### src/rtl/req_queue_if.sv
// Requester/arbiter-facing bundle of one request queue.
// The slave side is the queue; the master side is the requester plus the arbiter stall.
interface req_queue_if #(
  parameter int WIDTH = 8,
  parameter int DEPTH = 4
);
  localparam int CW = $clog2(DEPTH) + 1;

  logic             in_valid;
  logic [WIDTH-1:0] in_data;
  logic             out_full;
  logic             out_valid;
  logic [WIDTH-1:0] out_data;
  logic             in_stall;
  logic [CW-1:0]    out_count;
  logic             out_overflow;
  logic             out_starved;

  modport slave (
    input  in_valid, in_data, in_stall,
    output out_full, out_valid, out_data, out_count, out_overflow, out_starved
  );

  modport master (
    output in_valid, in_data, in_stall,
    input  out_full, out_valid, out_data, out_count, out_overflow, out_starved
  );
endinterface

### src/rtl/req_queue.sv
// Per-requester FIFO feeding one arbiter input.
// Sticky overflow on a dropped write; starvation flag when the head is stalled too long.
module req_queue #(
  parameter int WIDTH        = 8,
  parameter int DEPTH        = 4,
  parameter int STARVE_LIMIT = 8
) (
  input  logic         clk,
  input  logic         reset,
  req_queue_if.slave   q
);
  localparam int AW = $clog2(DEPTH);
  localparam int CW = AW + 1;
  localparam int SW = $clog2(STARVE_LIMIT + 1);

  logic [WIDTH-1:0] mem_q [DEPTH];
  logic [AW-1:0]    wr_ptr_q, wr_ptr_d;
  logic [AW-1:0]    rd_ptr_q, rd_ptr_d;
  logic [CW-1:0]    count_q, count_d;
  logic             ovf_q, ovf_d;
  logic [SW-1:0]    starve_q, starve_d;
  logic             starved_q, starved_d;
  logic             valid, full, push, pop;

  // Status comes from registers only, so nothing from the inputs reaches the outputs.
  assign valid = (count_q != '0);
  assign full  = (count_q == CW'(DEPTH));

  assign q.out_valid    = valid;
  assign q.out_full     = full;
  assign q.out_data     = valid ? mem_q[rd_ptr_q] : '0;
  assign q.out_count    = count_q;
  assign q.out_overflow = ovf_q;
  assign q.out_starved  = starved_q;

  // A full queue rejects writes even when the head pops this cycle.
  always_comb begin
    push     = q.in_valid && !full;
    pop      = valid && !q.in_stall;
    wr_ptr_d = push ? wr_ptr_q + AW'(1) : wr_ptr_q;
    rd_ptr_d = pop  ? rd_ptr_q + AW'(1) : rd_ptr_q;
    count_d  = count_q;
    case ({push, pop})
      2'b10:   count_d = count_q + CW'(1);
      2'b01:   count_d = count_q - CW'(1);
      default: count_d = count_q;
    endcase
    ovf_d = ovf_q | (q.in_valid & full);
    if (valid && q.in_stall)
      starve_d = (starve_q == SW'(STARVE_LIMIT)) ? starve_q : starve_q + SW'(1);
    else
      starve_d = '0;
    starved_d = (starve_d == SW'(STARVE_LIMIT));
  end

  always_ff @(posedge clk or posedge reset) begin
    if (reset) begin
      wr_ptr_q  <= '0;
      rd_ptr_q  <= '0;
      count_q   <= '0;
      ovf_q     <= 1'b0;
      starve_q  <= '0;
      starved_q <= 1'b0;
    end else begin
      wr_ptr_q  <= wr_ptr_d;
      rd_ptr_q  <= rd_ptr_d;
      count_q   <= count_d;
      ovf_q     <= ovf_d;
      starve_q  <= starve_d;
      starved_q <= starved_d;
    end
  end

  // Storage needs no reset: out_data is masked whenever the queue is empty.
  always_ff @(posedge clk) begin
    if (push) mem_q[wr_ptr_q] <= q.in_data;
  end
endmodule
### src/flat_wrapper.sv
// flat-port wrapper written by rule: the top's interface ports become plain ports
module req_queue_flat 
#(
  parameter int WIDTH        = 8,
  parameter int DEPTH        = 4,
  parameter int STARVE_LIMIT = 8
)
  (clk, reset, q_in_valid, q_in_data, q_in_stall, q_out_full, q_out_valid, q_out_data, q_out_count, q_out_overflow, q_out_starved);
  req_queue_if #(.WIDTH(WIDTH), .DEPTH(DEPTH)) q_i ();
  input  logic clk;
  input  logic reset;
  input wire logic [$bits(q_i.in_valid)-1:0] q_in_valid;
  input wire logic [$bits(q_i.in_data)-1:0] q_in_data;
  input wire logic [$bits(q_i.in_stall)-1:0] q_in_stall;
  output wire logic [$bits(q_i.out_full)-1:0] q_out_full;
  output wire logic [$bits(q_i.out_valid)-1:0] q_out_valid;
  output wire logic [$bits(q_i.out_data)-1:0] q_out_data;
  output wire logic [$bits(q_i.out_count)-1:0] q_out_count;
  output wire logic [$bits(q_i.out_overflow)-1:0] q_out_overflow;
  output wire logic [$bits(q_i.out_starved)-1:0] q_out_starved;
  assign q_i.in_valid = q_in_valid;
  assign q_i.in_data = q_in_data;
  assign q_i.in_stall = q_in_stall;
  assign q_out_full = q_i.out_full;
  assign q_out_valid = q_i.out_valid;
  assign q_out_data = q_i.out_data;
  assign q_out_count = q_i.out_count;
  assign q_out_overflow = q_i.out_overflow;
  assign q_out_starved = q_i.out_starved;
  req_queue #(.WIDTH(WIDTH), .DEPTH(DEPTH), .STARVE_LIMIT(STARVE_LIMIT)) u_core (.clk(clk), .reset(reset), .q(q_i));
endmodule
### config.mk
export PLATFORM = sky130hd
export DESIGN_NAME = req_queue_flat
export DESIGN_NICKNAME = d
export VERILOG_FILES = /design/src/rtl/req_queue_if.sv /design/src/rtl/req_queue.sv /design/src/flat_wrapper.sv
export SDC_FILE = /design/constraint.sdc
export NUM_CORES = 1
export LEC_CHECK = 0
export CAP_MARGIN = 25
export CORE_UTILIZATION = 40
export DETAILED_ROUTE_END_ITERATION = 8
export HOLD_SLACK_MARGIN = 0.02
export PLACE_DENSITY_LB_ADDON = 0.12
export SETUP_SLACK_MARGIN = 0.2
export SLEW_MARGIN = 10
export SYNTH_ARGS = -nofsm -noshare
export SYNTH_HDL_FRONTEND = slang
export SYNTH_SLANG_ARGS = --single-unit
### constraint.sdc
create_clock -name clk -period 1.8 [get_ports clk]
set_input_delay 0.54 -clock clk [delete_from_list [all_inputs] [get_ports clk]]
set_output_delay 0.54 -clock clk [all_outputs]
set_load 0.02 [all_outputs]
=== After elaboration in Yosys (flattened, before gate mapping) ===
Memories as Yosys holds them, arrays and structs flattened.
Cells that the tools add are included.

* $add $sub $neg: 5
* Bitwise operators: 2
* Reductions and logical operators: 7
* Equal/unequal tests: 5
* Multiplexer cells: 6

{| class="wikitable"
|+ Operators by type and width
! kind !! count
|-
| $eq A4 B4 Y1 const B || 2
|-
| $mux W4 || 2
|-
| $mux W8 || 1
|-
| $pmux W3 S2 || 1
|-
| $add A2 B1 Y2 const B || 2
|-
| $add A4 B1 Y4 const B || 1
|-
| $add A3 B1 Y3 const B || 1
|-
| $eq A3 B3 Y1 const B || 1
|-
| $logic_and A1 B1 Y1 || 3
|-
| $reduce_bool A3 Y1 || 1
|-
| $sub A3 B1 Y3 const B || 1
|-
| $eq A2 B1 Y1 const B || 1
|-
| $eq A2 B2 Y1 const B || 1
|-
| $logic_not A1 Y1 || 2
|-
| $mux W1 || 2
|-
| $reduce_bool A2 Y1 || 1
|-
| $and A1 B1 Y1 || 1
|-
| $or A1 B1 Y1 || 1
|}

* Bits in writable memories: 32
* Output and inout port bits: 15
* Logic and storage cells: 32
* Input bits: 12
* Memories: 1
* Bits in registers: 13

{| class="wikitable"
|+ Memory list
! memory !! depth !! bits a word !! rd ports !! clocked after memory_dff !! write ports !! line !! source
|-
| u_core.mem_q || 4 || 8 || 1 || 0 || 1 || req_queue.sv:16 || <nowiki>logic [WIDTH-1:0] mem_q [DEPTH];</nowiki>
|}

=== Depth between registers and ports, before layout ===
* Depth in word-level cells: 5
* Depth in mapped cells: 9
* Depth with buffers taken out: 9

=== Least setup slack after synthesis ===
OpenSTA, ideal clock, no wires.

* Path kind: register to register
* Start: register u_core.count_q[0] (netlist: u_core.q.out_count[0])
* End: register u_core.count_q[2] (netlist: u_core.q.out_count[2])
* Data arrival time: 2034 ps
* Period minus slack after synthesis: 2113 ps
* Data required time: 1720 ps
* Library setup time: 80 ps
* Path slack: -313 ps
* Path buffers: 0
* Cell stages (with the launch flop): 10
* Cells stage by stage: dfrtp_1 > nor3b_4 > nor2b_4 > inv_1 > ha_1 > inv_1 > fa_1 > xor2_1 > nor2_1 > xor2_1

* Word-level cells in the longest chain between the ends: 5
* Elaborated cells on any way between the ends: 11
* Those cells by class: add/sub: 2; eq/ne: 3; mux: 1; reduce/logical: 5

{| class="wikitable"
|+ Ends and longest elaborated chain
! what !! line !! source
|-
| from (decl) || req_queue.sv:19 || <nowiki>logic [CW-1:0] count_q, count_d;</nowiki>
|-
| from (signal assigned) || req_queue.sv:67 || <nowiki>count_q <= count_d;</nowiki>
|-
| $eq A3 B3 Y1 * || req_queue.sv:27 || <nowiki>assign full = (count_q == CW'(DEPTH));</nowiki>
|-
| via q_out_full || flat_wrapper.sv:15 || <nowiki>output wire logic [$bits(q_i.out_full)-1:0] q_out_full;</nowiki>
|-
| $logic_not A1 Y1 * || req_queue.sv:38 || <nowiki>push = q.in_valid && !full;</nowiki>
|-
| $logic_and A1 B1 Y1 * || req_queue.sv:38 ||
|-
| $eq A2 B1 Y1 or $eq A2 B2 Y1 (tied branches) || req_queue.sv:43 || <nowiki>case ({push, pop})</nowiki>
|-
| $pmux W3 S2 or $reduce_bool A2 Y1 (tied branches) || -- ||
|}

The timed path passes the listed nets; every way through them passes the cells marked *.
A chain may end at the register's enable or synchronous reset.

=== Worst setup path after layout ===
* Start: register u_core.rd_ptr_q[0]
* End: output port q_out_data[2]

* Word-level cells in the longest chain between the ends: 2

{| class="wikitable"
|+ Ends and longest elaborated chain
! what !! line !! source
|-
| from (decl) || req_queue.sv:18 || <nowiki>logic [AW-1:0] rd_ptr_q, rd_ptr_d;</nowiki>
|-
| from (signal assigned) || req_queue.sv:66 || <nowiki>rd_ptr_q <= rd_ptr_d;</nowiki>
|-
| $mem_v2 Z4 W8 || -- ||
|-
| $mux W8 || req_queue.sv:31 || <nowiki>assign q.out_data = valid ? mem_q[rd_ptr_q] : '0;</nowiki>
|-
| to (decl) || flat_wrapper.sv:17 || <nowiki>output wire logic [$bits(q_i.out_data)-1:0] q_out_data;</nowiki>
|}

No other way between the ends.

==> out/results.txt <==
Bufs and invs on worst path: 2
CTS buffer count: 5
CP max-delay cell: mux4_2
TNS Setup: -3.67 ns
area share of the largest cell type after synthesis: 0.493
pre-CTS WS: -0.472 ns
via count: 1,154
Antenna Nets Post-Route: 0
register area: 1290 um^2
DR iter-0 viols: 56
layout cell share with drive strength beyond 1: 0.486
total gr overflow: 0
Yosys reg bits: 45
Hold Buf Count CTS: 0
most frequent cells in the layout: edfxtp_1, buf_6, buf_4
Sw Pwr: 1.57 mW
status: finished, violations left
DRC Markers: 0
H-tree depth: 2
Mapped Cells: 117
CP Max Fanout: 5
Vias/cell: 4.91
die area: 5160 um^2
Final Setup Violations: 12
family with the most delay on the worst path: multiplexers
vias in the first global route: 1,198
CTS tree: done
clock sinks: 45
Ys Warns: 0
highest clock rate: 0.460 GHz
Multi-input gate area: 679 um^2
Worst-Margin Slew: 0.532 ns
crit path kind: reg -> out
R2R setup slack: -0.25 ns
Die Ht: 71.8 um
Avg Inst Size Synth: 16.7 um^2
Critical Path, Cell by Cell: buf_6 -> mux4_2 -> and2_4 -> buf_6
startpoint type of the worst setup path: flop
net count after synthesis: 137
Final period util: 1.21
clock transition at the registers of the reported paths: 0.09 ns
final hold vios: 0
row cnt: 25
Synth Cell Area: 1950 um^2
final antenna diode count: 0
leakage power: 1.13 nW
die extent in x: 71.8 um
cell taking the most area after synthesis: edfxtp_1
Max stage delay on crit path: 0.51 ns
Internal Power: 3.14 mW
skew final: 0.00541 ns
Required @ worst endpoint: 1.26 ns
nets: 200
VDD IR max: 0.746 mV
# port buffers: 26
Root Buffer: clkbuf_8
Reg power frac: 0.335
largest net degree at the start of global routing: 16
commonest non-fill, non-tap cell in the layout: edfxtp_1
DP HPWL: 2.42 mm
Switching Share: 0.334
IO Pins: 27
worst hold path type: reg -> reg
area growth from synthesis to layout: 41.6%
combinational share of power: 0.532
min Tclk post-route: 2.17 ns
crit-path most repeated cell: buf_6
initial antenna violation count: 0
sequential element share of the synthesized area: 0.659
Filler cells: 368
Initial Util: 0.416
Routed WL: 3.59 mm
drt first pass iters: 4
Synth area leaders: edfxtp_1, dfrtp_1, mux4_2
Cell variety after synth: 31
final RePlAce weighted congestion: 0.724
Worst setup EP type: primary output
Global Route Usage Sum: 0.154
PwrDens: 1700 nW/um^2
first-pass GRT wire length: 5.70 mm
failing checks: negative setup slack
Final Slew Violations: 0
min setup slack post-route: -0.372 ns
core box area: 4690 um^2
CP Data Arrival Time: 1.63 ns
Clock Power Share: 0.134
latest clock arrival within the worst-skew pair: 0.30 ns
RSZ-0062 raised after global routing: yes
Clock Path Buffers: 2
Slew Limit Headroom: 0.645
wire per inst: 15.3 um
Overall Power: 4.71 mW
Max-Cap Viols: 0
[synthesized netlist by cell type]
cell type and instances:
clkbuf_2 1, buf_2 1, ha_1 7, a21o_1 1, nand3b_1 1, edfxtp_1 32
nand2b_1 1, nand3_1 1, xor2_1 5, mux4_2 8, inv_1 10, nor2_1 3
nor3b_4 1, a211oi_1 2, nand2_1 2, nor3b_1 1, xnor2_1 2, nor4bb_1 1
nor4_1 1, nor3_1 1, nor3_2 1, buf_6 1, mux2_4 1, dfrtp_1 13
fa_1 1, mux2i_1 1, a21oi_1 1, o21a_1 1, and2_1 12, nor2b_4 1
and3_1 2
[repair_timing]
item                       4_1_cts  5_1_grt
buffers inserted                 8        4
resized for setup              103       11
hold endpoints to repair         0        0
pin swaps                       11        8
setup endpoints to repair       49       52
gates cloned                     1        0
[worst register-to-register path, stage by stage (launching register included)]
cell	delay, ns
dfrtp_2	0.44
buf_6	0.12
buf_6	0.11
nor3b_4	0.25
nor2b_4	0.07
inv_2	0.07
ha_4	0.14
inv_2	0.03
fa_2	0.32
xor2_1	0.14
nor2_1	0.11
xor2_1	0.15
[sequential cells by signal (all words and copies together), names as in the netlist]
signal,count
u_core.starve_q,4
u_core.wr_ptr_q,2
u_core.q.out_starved,1
u_core.mem_q,32
u_core.rd_ptr_q,2
u_core.q.out_count,3
u_core.q.out_overflow,1
[final cells by class]
cell class | count | area share
flip-flops and latches | 45 | 0.467
inverters | 10 | 0.0163
multi-input cells | 59 | 0.246
repair buffers | 58 | 0.211
clock buffers | 5 | 0.0249
clock inverters | 3 | 0.00770
well taps | 54 | 0.0245
repair inverters | 1 | 0.00272
[kinds of logic after synthesis]
group / synth area share
compound gates: 0.0180
xor+xnor: 0.0314
fa+ha+maj: 0.0552
buf+inv: 0.0301
flops: 0.659
mux: 0.105
simple gates: 0.101
[per-layer routing]
metal / global-route usage / routed length (um)
met1: 0.190 / 1530
met3: 0.0478 / 127
met4: 0.0654 / 39
met2: 0.253 / 1890
met5: 0 / 0
[metrics by stage]
step | instance area, um^2 | instances | utilization | hold slack (ns)
floorplan | 1980 | 117 | - | 0.417
global placement | 2440 | 214 | 0.519 | 0.439
detailed placement | 2440 | 214 | 0.519 | 0.457
CTS | 2690 | 231 | 0.573 | 0.478
global route | 2760 | 235 | 0.589 | 0.487
finish | 2760 | 235 | 0.589 | 0.466
[worst paths after layout]
path | end | cells after the start | start
setup reg to reg | u_core.q.out_count[2]$_DFFE_PP0P_ | 11 | u_core.q.out_count[1]$_DFFE_PP0P_
min in group asynchronous | u_core.q.out_overflow$_DFF_PP0_ | 2 | reset
max in group asynchronous | u_core.q.out_count[0]$_DFFE_PP0P_ | 2 | reset
hold / removal | u_core.q.out_overflow$_DFF_PP0_ | 1 | u_core.q.out_overflow$_DFF_PP0_
hold reg to reg | u_core.q.out_overflow$_DFF_PP0_ | 1 | u_core.q.out_overflow$_DFF_PP0_
setup / recovery | q_out_data[2] | 4 | u_core.rd_ptr_q[0]$_DFFE_PP0P_
[power groups by stage]
stage / combinational (mW) / clock (mW) / sequential (mW)
final: 2.50 / 0.630 / 1.57
after global routing: 2.67 / 0.682 / 1.60
after CTS: 2.38 / 0.644 / 1.57
after detailed placement: 2.06 / 0 / 1.58
after global placement: 2.02 / 0 / 1.56
after floorplan: 1.21 / 0 / 1.59
Note: power is estimated with default switching activity, not from simulation.
